===== config.mk =====
export PLATFORM = sky130hd
export DESIGN_NAME = snake_body_ctrl
export DESIGN_NICKNAME = d
export VERILOG_FILES = /design/src/rtl/snake_body_ctrl.sv
export SDC_FILE = /design/constraint.sdc
export NUM_CORES = 1
export LEC_CHECK = 0
export ABC_AREA = 1
export CELL_PAD_IN_SITES_DETAIL_PLACEMENT = 1
export CELL_PAD_IN_SITES_GLOBAL_PLACEMENT = 1
export CORE_ASPECT_RATIO = 0.9
export CORE_UTILIZATION = 50
export DETAILED_ROUTE_END_ITERATION = 8
export PLACE_DENSITY = 0.89
export SKIP_LAST_GASP = 1
export SLEW_MARGIN = 20
export SYNTH_ARGS = -nofsm -noshare
export SYNTH_HDL_FRONTEND = slang
export SYNTH_SLANG_ARGS = --single-unit

===== constraint.sdc =====
create_clock -name CLK_50M -period 11.25 [get_ports CLK_50M]
set_clock_uncertainty 0.2 [all_clocks]
set_input_delay 2.25 -clock CLK_50M [delete_from_list [all_inputs] [get_ports CLK_50M]]
set_output_delay 2.25 -clock CLK_50M [all_outputs]
set_load 0.005 [all_outputs]

===== src/rtl/snake_body_ctrl.sv =====
// snake_body_ctrl: movement, growth and collision control for the snake.
// Holds the head and body segment list, steps the snake one cell per move
// tick in the latched direction, grows on add_cube, detects wall and self
// collisions, and answers registered per-cell "is body" queries.
//
// Optional build macro: WRAP_EN -- walls wrap around instead of killing;
// hit_wall is then constant 0.
//
// Ports:
//   CLK_50M, RST                  clock, async active-high reset
//   key_up/down/left/right        level direction requests
//   restart                       pulse, DIE -> START
//   add_cube                      pulse, grow by one segment
//   pix_x, pix_y                  query cell
//   head_x, head_y                head cell
//   body_len                      segment count including head
//   game_state                    0=START 1=RUN 2=DIE
//   hit_wall, hit_body            one-cycle death pulses
//   is_body                       query result, 1-cycle latency
module snake_body_ctrl #(
  parameter int unsigned MAX_LEN  = 16,
  parameter int unsigned INIT_LEN = 3,
  parameter int unsigned TICK_DIV = 12_500_000,
  parameter int unsigned X_MAX    = 38,
  parameter int unsigned Y_MAX    = 28
) (
  input  logic       CLK_50M,
  input  logic       RST,
  input  logic       key_up,
  input  logic       key_down,
  input  logic       key_left,
  input  logic       key_right,
  input  logic       restart,
  input  logic       add_cube,
  input  logic [5:0] pix_x,
  input  logic [4:0] pix_y,
  output logic [5:0] head_x,
  output logic [5:0] head_y,
  output logic [4:0] body_len,
  output logic [1:0] game_state,
  output logic       hit_wall,
  output logic       hit_body,
  output logic       is_body
);

  localparam int unsigned CNT_W  = (TICK_DIV > 1) ? $clog2(TICK_DIV) : 1;
  localparam int unsigned LEN_W  = 5;
  localparam int unsigned XW     = 6;
  localparam int unsigned YW     = 5;
  localparam int          INIT_X = 10;
  localparam int          INIT_Y = 15;

  typedef enum logic [1:0] {ST_START = 2'd0, ST_RUN = 2'd1, ST_DIE = 2'd2} state_t;
  typedef enum logic [1:0] {DIR_UP, DIR_DOWN, DIR_LEFT, DIR_RIGHT} dir_t;

  function automatic dir_t f_reverse(input dir_t d);
    case (d)
      DIR_UP:   f_reverse = DIR_DOWN;
      DIR_DOWN: f_reverse = DIR_UP;
      DIR_LEFT: f_reverse = DIR_RIGHT;
      default:  f_reverse = DIR_LEFT;
    endcase
  endfunction

  state_t           r_state, w_state_nxt;
  dir_t             r_dir, r_next_dir, w_key_dir, w_eff_dir;
  logic [CNT_W-1:0] r_cnt;
  logic [XW-1:0]    r_seg_x [MAX_LEN];
  logic [YW-1:0]    r_seg_y [MAX_LEN];
  logic [LEN_W-1:0] r_len, w_body_lim;
  logic             r_grow, r_hit_wall, r_hit_body, r_is_body;
  logic             w_key, w_key_ok, w_tick, w_grow, w_wall, w_body;
  logic             w_move, w_restart, w_is_body;
  logic [XW-1:0]    w_nx, w_ny;

  // FSM state register
  always_ff @(posedge CLK_50M or posedge RST) begin
    if (RST) r_state <= ST_START;
    else     r_state <= w_state_nxt;
  end

  // FSM next state
  always_comb begin
    w_state_nxt = r_state;
    case (r_state)
      ST_START: if (w_key) w_state_nxt = ST_RUN;
      ST_RUN:   if (w_tick && (w_wall || w_body)) w_state_nxt = ST_DIE;
      ST_DIE:   if (restart) w_state_nxt = ST_START;
      default:  w_state_nxt = ST_START;
    endcase
  end

  // Key decode, tick, candidate head and collision detection
  always_comb begin
    w_key     = key_up | key_down | key_left | key_right;
    w_key_dir = DIR_RIGHT;
    if (key_up)        w_key_dir = DIR_UP;
    else if (key_down) w_key_dir = DIR_DOWN;
    else if (key_left) w_key_dir = DIR_LEFT;

    w_tick    = (r_state == ST_RUN) && (r_cnt == CNT_W'(TICK_DIV - 1));
    // In the tick cycle the reverse test is against the direction being applied now
    w_eff_dir = w_tick ? r_next_dir : r_dir;
    w_key_ok  = w_key && (r_state != ST_DIE) && (w_key_dir != f_reverse(w_eff_dir));
    w_grow    = (r_grow | add_cube) && (r_len < LEN_W'(MAX_LEN));
    w_restart = (r_state == ST_DIE) && restart;

    w_nx = r_seg_x[0];
    w_ny = {1'b0, r_seg_y[0]};
    case (r_next_dir)
      DIR_UP:   w_ny = w_ny - XW'(1);
      DIR_DOWN: w_ny = w_ny + XW'(1);
      DIR_LEFT: w_nx = w_nx - XW'(1);
      default:  w_nx = w_nx + XW'(1);
    endcase

    w_wall = 1'b0;
`ifdef WRAP_EN
    if (w_nx == '0)                 w_nx = XW'(X_MAX);
    else if (w_nx == XW'(X_MAX + 1)) w_nx = XW'(1);
    if (w_ny == '0)                 w_ny = XW'(Y_MAX);
    else if (w_ny == XW'(Y_MAX + 1)) w_ny = XW'(1);
`else
    w_wall = (w_nx == '0) || (w_nx > XW'(X_MAX)) || (w_ny == '0) || (w_ny > XW'(Y_MAX));
`endif

    // Tail vacates its cell on a normal move, so it only counts when growing
    w_body_lim = w_grow ? r_len : (r_len - LEN_W'(1));
    w_body     = 1'b0;
    for (int i = 1; i < int'(MAX_LEN); i++) begin
      if ((LEN_W'(i) < w_body_lim) && (r_seg_x[i] == w_nx) && (r_seg_y[i] == w_ny[YW-1:0]))
        w_body = 1'b1;
    end
    w_move = w_tick && !w_wall && !w_body;

    w_is_body = 1'b0;
    for (int i = 0; i < int'(MAX_LEN); i++) begin
      if ((LEN_W'(i) < r_len) && (r_seg_x[i] == pix_x) && (r_seg_y[i] == pix_y))
        w_is_body = 1'b1;
    end
  end

  // Datapath: segments, direction, counter, growth, pulses, query
  always_ff @(posedge CLK_50M or posedge RST) begin
    if (RST) begin
      for (int i = 0; i < int'(MAX_LEN); i++) begin
        r_seg_x[i] <= (i < int'(INIT_LEN)) ? XW'(INIT_X - i) : '0;
        r_seg_y[i] <= (i < int'(INIT_LEN)) ? YW'(INIT_Y) : '0;
      end
      r_len      <= LEN_W'(INIT_LEN);
      r_dir      <= DIR_RIGHT;
      r_next_dir <= DIR_RIGHT;
      r_cnt      <= '0;
      r_grow     <= 1'b0;
      r_hit_wall <= 1'b0;
      r_hit_body <= 1'b0;
      r_is_body  <= 1'b0;
    end else if (w_restart) begin
      for (int i = 0; i < int'(MAX_LEN); i++) begin
        r_seg_x[i] <= (i < int'(INIT_LEN)) ? XW'(INIT_X - i) : '0;
        r_seg_y[i] <= (i < int'(INIT_LEN)) ? YW'(INIT_Y) : '0;
      end
      r_len      <= LEN_W'(INIT_LEN);
      r_dir      <= DIR_RIGHT;
      r_next_dir <= DIR_RIGHT;
      r_cnt      <= '0;
      r_grow     <= 1'b0;
      r_hit_wall <= 1'b0;
      r_hit_body <= 1'b0;
      r_is_body  <= 1'b0;
    end else begin
      r_hit_wall <= w_tick && w_wall;
      r_hit_body <= w_tick && !w_wall && w_body;
      r_is_body  <= w_is_body;
      if (r_state == ST_RUN) r_cnt <= w_tick ? '0 : (r_cnt + CNT_W'(1));
      if (w_key_ok) r_next_dir <= w_key_dir;
      if (w_tick)   r_dir <= r_next_dir;
      r_grow <= w_move ? 1'b0 : (r_grow | add_cube);
      if (w_move) begin
        for (int i = int'(MAX_LEN) - 1; i > 0; i--) begin
          r_seg_x[i] <= r_seg_x[i-1];
          r_seg_y[i] <= r_seg_y[i-1];
        end
        r_seg_x[0] <= w_nx;
        r_seg_y[0] <= w_ny[YW-1:0];
        if (w_grow) r_len <= r_len + LEN_W'(1);
      end
    end
  end

  assign head_x     = r_seg_x[0];
  assign head_y     = {1'b0, r_seg_y[0]};
  assign body_len   = r_len;
  assign game_state = r_state;
  assign hit_wall   = r_hit_wall;
  assign hit_body   = r_hit_body;
  assign is_body    = r_is_body;

endmodule


==> results of run 1 <==
[critical path: stages]
cell             delay [ns]
clkdlybuf4s50_1        0.47
o21ai_2                0.39
nand2_1                0.10
nand2_1                0.22
nand2_1                0.15
nor2_2                 0.24
nand2_1                0.14
nand2_1                0.09
nor2_1                 0.05
nand3_1                0.15
nor2_1                 0.08
nand3_1                0.13
nand2_1                0.12
inv_1                  0.08
nand2_1                0.05
nor2_1                 0.13
nand3_2                0.32
nand2_8                0.63
buf_4                  0.87
o21ai_0                0.19
[logic make-up (layout without fill, tap and decap cells)]
family          Yosys count  after routing  synth area share (%)
simple gates           1276           1276                  34.4
buf+inv                 393            385                  11.2
compound gates          279            279                  11.1
flops                   215            215                  34.3
xor+xnor                146            146                  8.11
fa+ha+maj                10             10                 0.842
other cells               1              1                0.0238
[layer usage]
layer / routed length, um / track usage (%)
met1: 27200 / 56.0
met2: 29700 / 65.0
met3: 6140 / 7.38
met4: 4050 / 22.7
met5: 13 / 0
[how the worst max path moves through the flow]
stage / start / to / slack, ns / cells after the start
floorplan: RST / body_len[2] / 2.96 / 1
global placement: add_cube / r_seg_y[1] / 4.16 / 20
detailed placement: add_cube / r_seg_y[60] / 4.03 / 20
CTS: add_cube / r_seg_y[67] / 4.61 / 21
global route: add_cube / body_len[3] / 4.23 / 21
finish: add_cube / r_seg_x[85] / 4.42 / 20
[registers in the layout (all words and copies together), names as in the netlist]
register and flops:
hit_wall 1, is_body 1, body_len 5, r_seg_y 75
game_state 2, r_seg_x 90, hit_body 1, r_dir 2
r_grow 1, head_y 5, head_x 6, r_cnt 24
r_next_dir 2
[cells in the final DEF, fill, tap and decap left out, drive strengths merged]
cell type,n
a32o,2
o41ai,3
clkinv,14
a21oi,22
a221oi,2
buf,18
nor4b,1
xnor2,40
xor2,106
bufinv,3
ha,9
dfstp,23
clkdlybuf4s50,39
o311ai,1
o31ai,1
nor3,26
a311oi,1
conb,1
o32ai,1
nand3b,1
o21ai,184
inv,275
or2,3
nor3b,1
clkbuf,36
a2111oi,5
o21bai,1
o22ai,46
o2111ai,7
o211ai,1
fa,1
nand4,42
o221ai,2
nand3,200
nor2,196
nor4,24
nand2,782
dfrtp,192
[stage by stage]
stage,util [%],hold WS (ns)
finish,54.9,0.314
global route,54.9,0.341
CTS,54.9,0.314
detailed placement,52.1,0.300
global placement,52.1,0.282
floorplan,-,0.253
[report_power, final]
part           switching (W)  internal (W)  total (W)
sequential          0.000282      0.000958    0.00124
combinational        0.00154      0.000578    0.00212
clock               0.000373      0.000526   0.000899
total                0.00220       0.00206    0.00426
[area by class of cell]
cell class                      instances  area, um^2  area share (%)
Timing Repair Buffer                   57         526            3.10
Multi-Input combinational cell       1712        8590            50.6
Tap cell                              409         512            3.02
Clock buffer                           36         739            4.36
Clock inverter                         12         135           0.796
Inverter                              280        1060            6.24
Sequential cell                       215        5410            31.9
==> run_results.csv, run 1 <==
group,metric,value,unit
cts,htree_num_levels,1,
cts,clk_path_buf_depth,3,
place,dp_worst_setup_slack,4.03,ns
global_route,grt_use_total,42.0,%
cts,cts_resized,0,
synth,synth_seq_cells,215,
power,power,0.00426,W
cts,cts_root_buffer,"clkbuf_16",
hold_path,hold_depth,2,
sta,fmax,146,MHz
floorplanning,num_rows,61,
synth,syn_nets,2349,
cts,cts_buffers,26,
power,max-vdd-ir-drop,0.000236,V
floorplanning,start_util,51.0,%
power,powerDensity,251,nW/um^2
place,gp_congestion,1.00,
route,vias_per_cell,6.16,
critical_path,r2r_slack,4.56,ns
floorplanning,die_area,32200,um^2
place,placed_area,16100,um^2
global_route,grt_pass1_wl,102,mm
critical_path,reg2regPathDepth,18,
route,drt_iter0_drc,2011,
route,dr.pass1.iters,6,
outcome,status,"completed",
final_layout,n_antenna_cell,0,
final_layout,fillers,4108,
critical_path,cp.arrival,7.02,ns
sta,slew_headroom,24.7,%
route,route.detailed.drc,0,
synth,async_flop_share,100,%
critical_path,endpoint_kind,"flip-flop",
synth,synth_area_leaders,"dfrtp_1 (30%), nand2_1 (18%), inv_1 (6.4%), nand3_1 (6.2%), xor2_1 (5.9%)",
place,placed_cells,2673,
critical_path,path_max_fanout,97,
route,vias,16756,
sta,drv_slew,0,
cts,clkSinkCount,215,
critical_path,required,11.44,ns
route,routed_wl,67.2,mm
critical_path,r2r-start,"r_next_dir[1]",
final_layout,syn_to_final_growth,7.69,%
synth,netlist_area,15800,um^2
hold_path,hp-start,"r_seg_y[44]",
job,maxCapViolCount,0,
synth,synth-main-ff-cell,"dfrtp_1",
sta,rsz0062_at_grt,"no",
sta,worst_pin_slew,1.13,ns
route,avgRoutedWirePerCell,24.7,um
global_route,grt_pass1_vias,16783,
synth,synth_edf_count,0,
cts,clk_latency,0.57,ns
synth,synth_cell_type_count,50,
critical_path,r2r-end,"r_seg_x[85]",
synth,synth_cells,2320,
cts,cts_tree,"yes",
synth,synth_most_common_cell,"nand2_1",
global_route,antenna_found_initial,1,
cts,holdBufCountCts,0,
place,dpl.hpwl,47.8,mm
synth,synthTopCellsByCount,"nand2_1 (760), inv_1 (267), nand3_1 (196)",
sta,fin_tns_setup,0,ns
cts,postCtsSetupBuffers,0,
floorplanning,die_y,170,um
sta,finalCriticalPeriod,6.83,ns
global_route,grt_overflow,0,
sta,period_share,60.7,%
cts,clk_pin_slew,0.06,ns
synth,yosysTopAreaCellShare,30.5,%
critical_path,worstSetupPathType,"input pin to flip-flop",
synth,ys.warnings.count,0,
floorplanning,coreArea,30900,um^2
floorplanning,dieWidth,189,um
power,p_leak,8.07,nW
place,io_buffers,39,
synth,synth.largest_area_cell,"dfrtp_1",
hold_path,hold_class,"flip-flop to flip-flop",
sta,setup_violations,0,
final_layout,drive_gt1_share,8.48,%
synth,synth_area_per_cell,6.79,um^2
global_route,grt_max_degree,100,
synth,ys_seq_area_share,34.3,%
sta,setup_ws,4.42,ns
floorplanning,io_pins,41,
critical_path,cp-start-kind,"input pin",
route,ant_nets,0,
final_layout,final_area,17000,um^2
sta,hold_viol,0,
hold_path,min_to,"r_seg_y[39]",
final_layout,layout.cells.non_filler,2721,
final_layout,nets,2321,
Power figures use the tool's default switching activity.
==> inputs of run 2 (changes only) <==
Settings changed: CORE_UTILIZATION 50 to 46, PLACE_DENSITY 0.89 to 0.83.
Clock period 11.25 ns to 7.1 ns, I/O delays scaled along.
==> run_results.csv, run 2 (same netlist as run 1, synthesis figures left out) <==
group,metric,value,unit
floorplanning,num_rows,63,
route,vias_per_cell,6.01,
route,avgRoutedWirePerCell,24.0,um
route,ant_nets,0,
global_route,antenna_found_initial,0,
cts,postCtsSetupBuffers,0,
final_layout,regMostFlops,"r_seg_x",
final_layout,syn_to_final_growth,9.31,%
final_layout,nets,2332,
sta,rsz0062_at_grt,"no",
floorplanning,coreArea,33300,um^2
sta,hold_viol,0,
global_route,grt_use_total,38.8,%
final_layout,reg_top3,"r_seg_x x90, r_seg_y x75, r_cnt x24",
hold_path,hold_class,"flip-flop to flip-flop",
global_route,grt_pass1_wl,102,mm
cts,htree_num_levels,1,
final_layout,final_common_cell,"nand2_1",
cts,clk_latency,0.58,ns
sta,period_share,86.1,%
route,routed_wl,66.7,mm
global_route,grt_pass1_vias,17015,
cts,clkSinkCount,215,
sta,fin_tns_setup,0,ns
cts,cts_buffers,27,
final_layout,post-route-util,51.7,%
critical_path,required,7.33,ns
cts,clk_path_buf_depth,3,
sta,slew_headroom,30.7,%
sta,worst_pin_slew,1.03,ns
job,maxCapViolCount,0,
route,vias,16713,
cts,clk_pin_slew,0.06,ns
final_layout,layout_common_cells,"nand2_1 (760), inv_1 (266), nand3_1 (196), dfrtp_1 (192), nor2_1 (172)",
power,p_leak,8.17,nW
floorplanning,io_pins,41,
cts,holdBufCountCts,0,
critical_path,cp-start-kind,"flip-flop",
place,io_buffers,39,
floorplanning,die_area,35000,um^2
route,dr.pass1.iters,5,
sta,drv_slew,0,
final_layout,multi_input_area,8590,um^2
route,route.detailed.drc,0,
floorplanning,start_util,47.3,%
route,drt_iter0_drc,1687,
outcome,status,"completed",
final_layout,largest_register_ffs,90,
sta,fmax,164,MHz
critical_path,worstSetupPathType,"flip-flop to flip-flop",
floorplanning,dieWidth,197,um
critical_path,endpoint_kind,"flip-flop",
sta,finalCriticalPeriod,6.11,ns
place,gp_congestion,1.02,
final_layout,n_antenna_cell,0,
cts,cts_resized,0,
critical_path,path_max_fanout,86,
global_route,grt_overflow,0,
place,dpl.hpwl,47.9,mm
final_layout,fillers,4431,
critical_path,r2r_slack,0.99,ns
power,max-vdd-ir-drop,0.000233,V
final_layout,regArea,5410,um^2
cts,cts_root_buffer,"clkbuf_16",
cts,cts_tree,"yes",
sta,setup_violations,0,
critical_path,cp.arrival,6.35,ns
global_route,grt_max_degree,139,
final_layout,drive_gt1_share,9.04,%
floorplanning,die_y,178,um
power,powerDensity,398,nW/um^2
==> run 2: changes by cell type in the layout (fill, tap and decap cells not counted), moves of 2 or more <==
cell,change
buf_12,+2
buf_4,+8
clkbuf_1,-2
clkbuf_16,+2
clkbuf_8,+2
clkinv_2,-3
clkinvlp_4,+2
==> run 2: cell type report <==
type | instances | share of cell area, %
inverters | 280 | 6.13
flip-flops and latches | 215 | 31.4
multi-input cells | 1712 | 49.9
clock buffers | 38 | 4.70
well taps | 455 | 3.30
repair buffers | 67 | 3.63
clock inverters | 12 | 0.966
==> run 2: final timing paths <==
| kind | start | endpoint | depth (start not counted) |
|---|---|---|---|
| min in group asynchronous | RST | head_x[0] | 2 |
| hold / removal | r_cnt[0] | r_cnt[0] | 1 |
| hold reg to reg | r_cnt[0] | r_cnt[0] | 1 |
| max in group asynchronous | RST | r_seg_x[10] | 3 |
| setup / recovery | r_next_dir[1] | r_seg_y[74] | 16 |
| setup reg to reg | r_next_dir[1] | r_seg_y[74] | 16 |
==> run 2: through the flow <==
step	cells	cell area [um^2]	setup WS, ns	power (W)	hold WS (ns)
2_1_floorplan	2320	15800	2.70	0.00409	0.253
3_3_place_gp	2729	16200	1.35	0.00505	0.268
3_5_place_dp	2729	16200	1.20	0.00518	0.306
4_1_cts	2779	17200	1.18	0.00676	0.315
5_1_grt	2779	17200	0.746	0.00721	0.360
6_report	2779	17200	0.987	0.00686	0.321
==> run 2: where the power goes <==
part	switching, W	leakage (nW)	internal, W	total [W]
Clock	0.000614	0.483	0.000938	0.00155
Sequential	0.000445	2.86	0.00152	0.00196
Combinational	0.00242	4.83	0.000928	0.00335
Total	0.00348	8.17	0.00338	0.00686
==> run 2: worst max-delay path, cell delays in order, from the launching register on <==
cell	delay [ns]
dfstp_2	0.93
nand2_4	0.15
nand2_1	0.11
nand3_1	0.08
o21ai_1	0.14
nand2_1	0.06
nand2_1	0.06
nand2_1	0.54
nand2_2	0.76
nand2_1	0.16
o21ai_2	0.20
o2111ai_2	0.31
nor2_2	0.41
nand3_2	0.46
nand2_8	0.68
buf_4	0.46
o21ai_0	0.15
==> run 2: per-layer routing <==
layer | vias up | part of all wire, % | GRT usage, %
met2 | 825 | 43 | 58.5
met3 | 225 | 9.2 | 8.02
li1 | 7343 | - | -
met5 | - | 0 | 0
met1 | 8320 | 42 | 51.7
met4 | 0 | 6.3 | 22.1
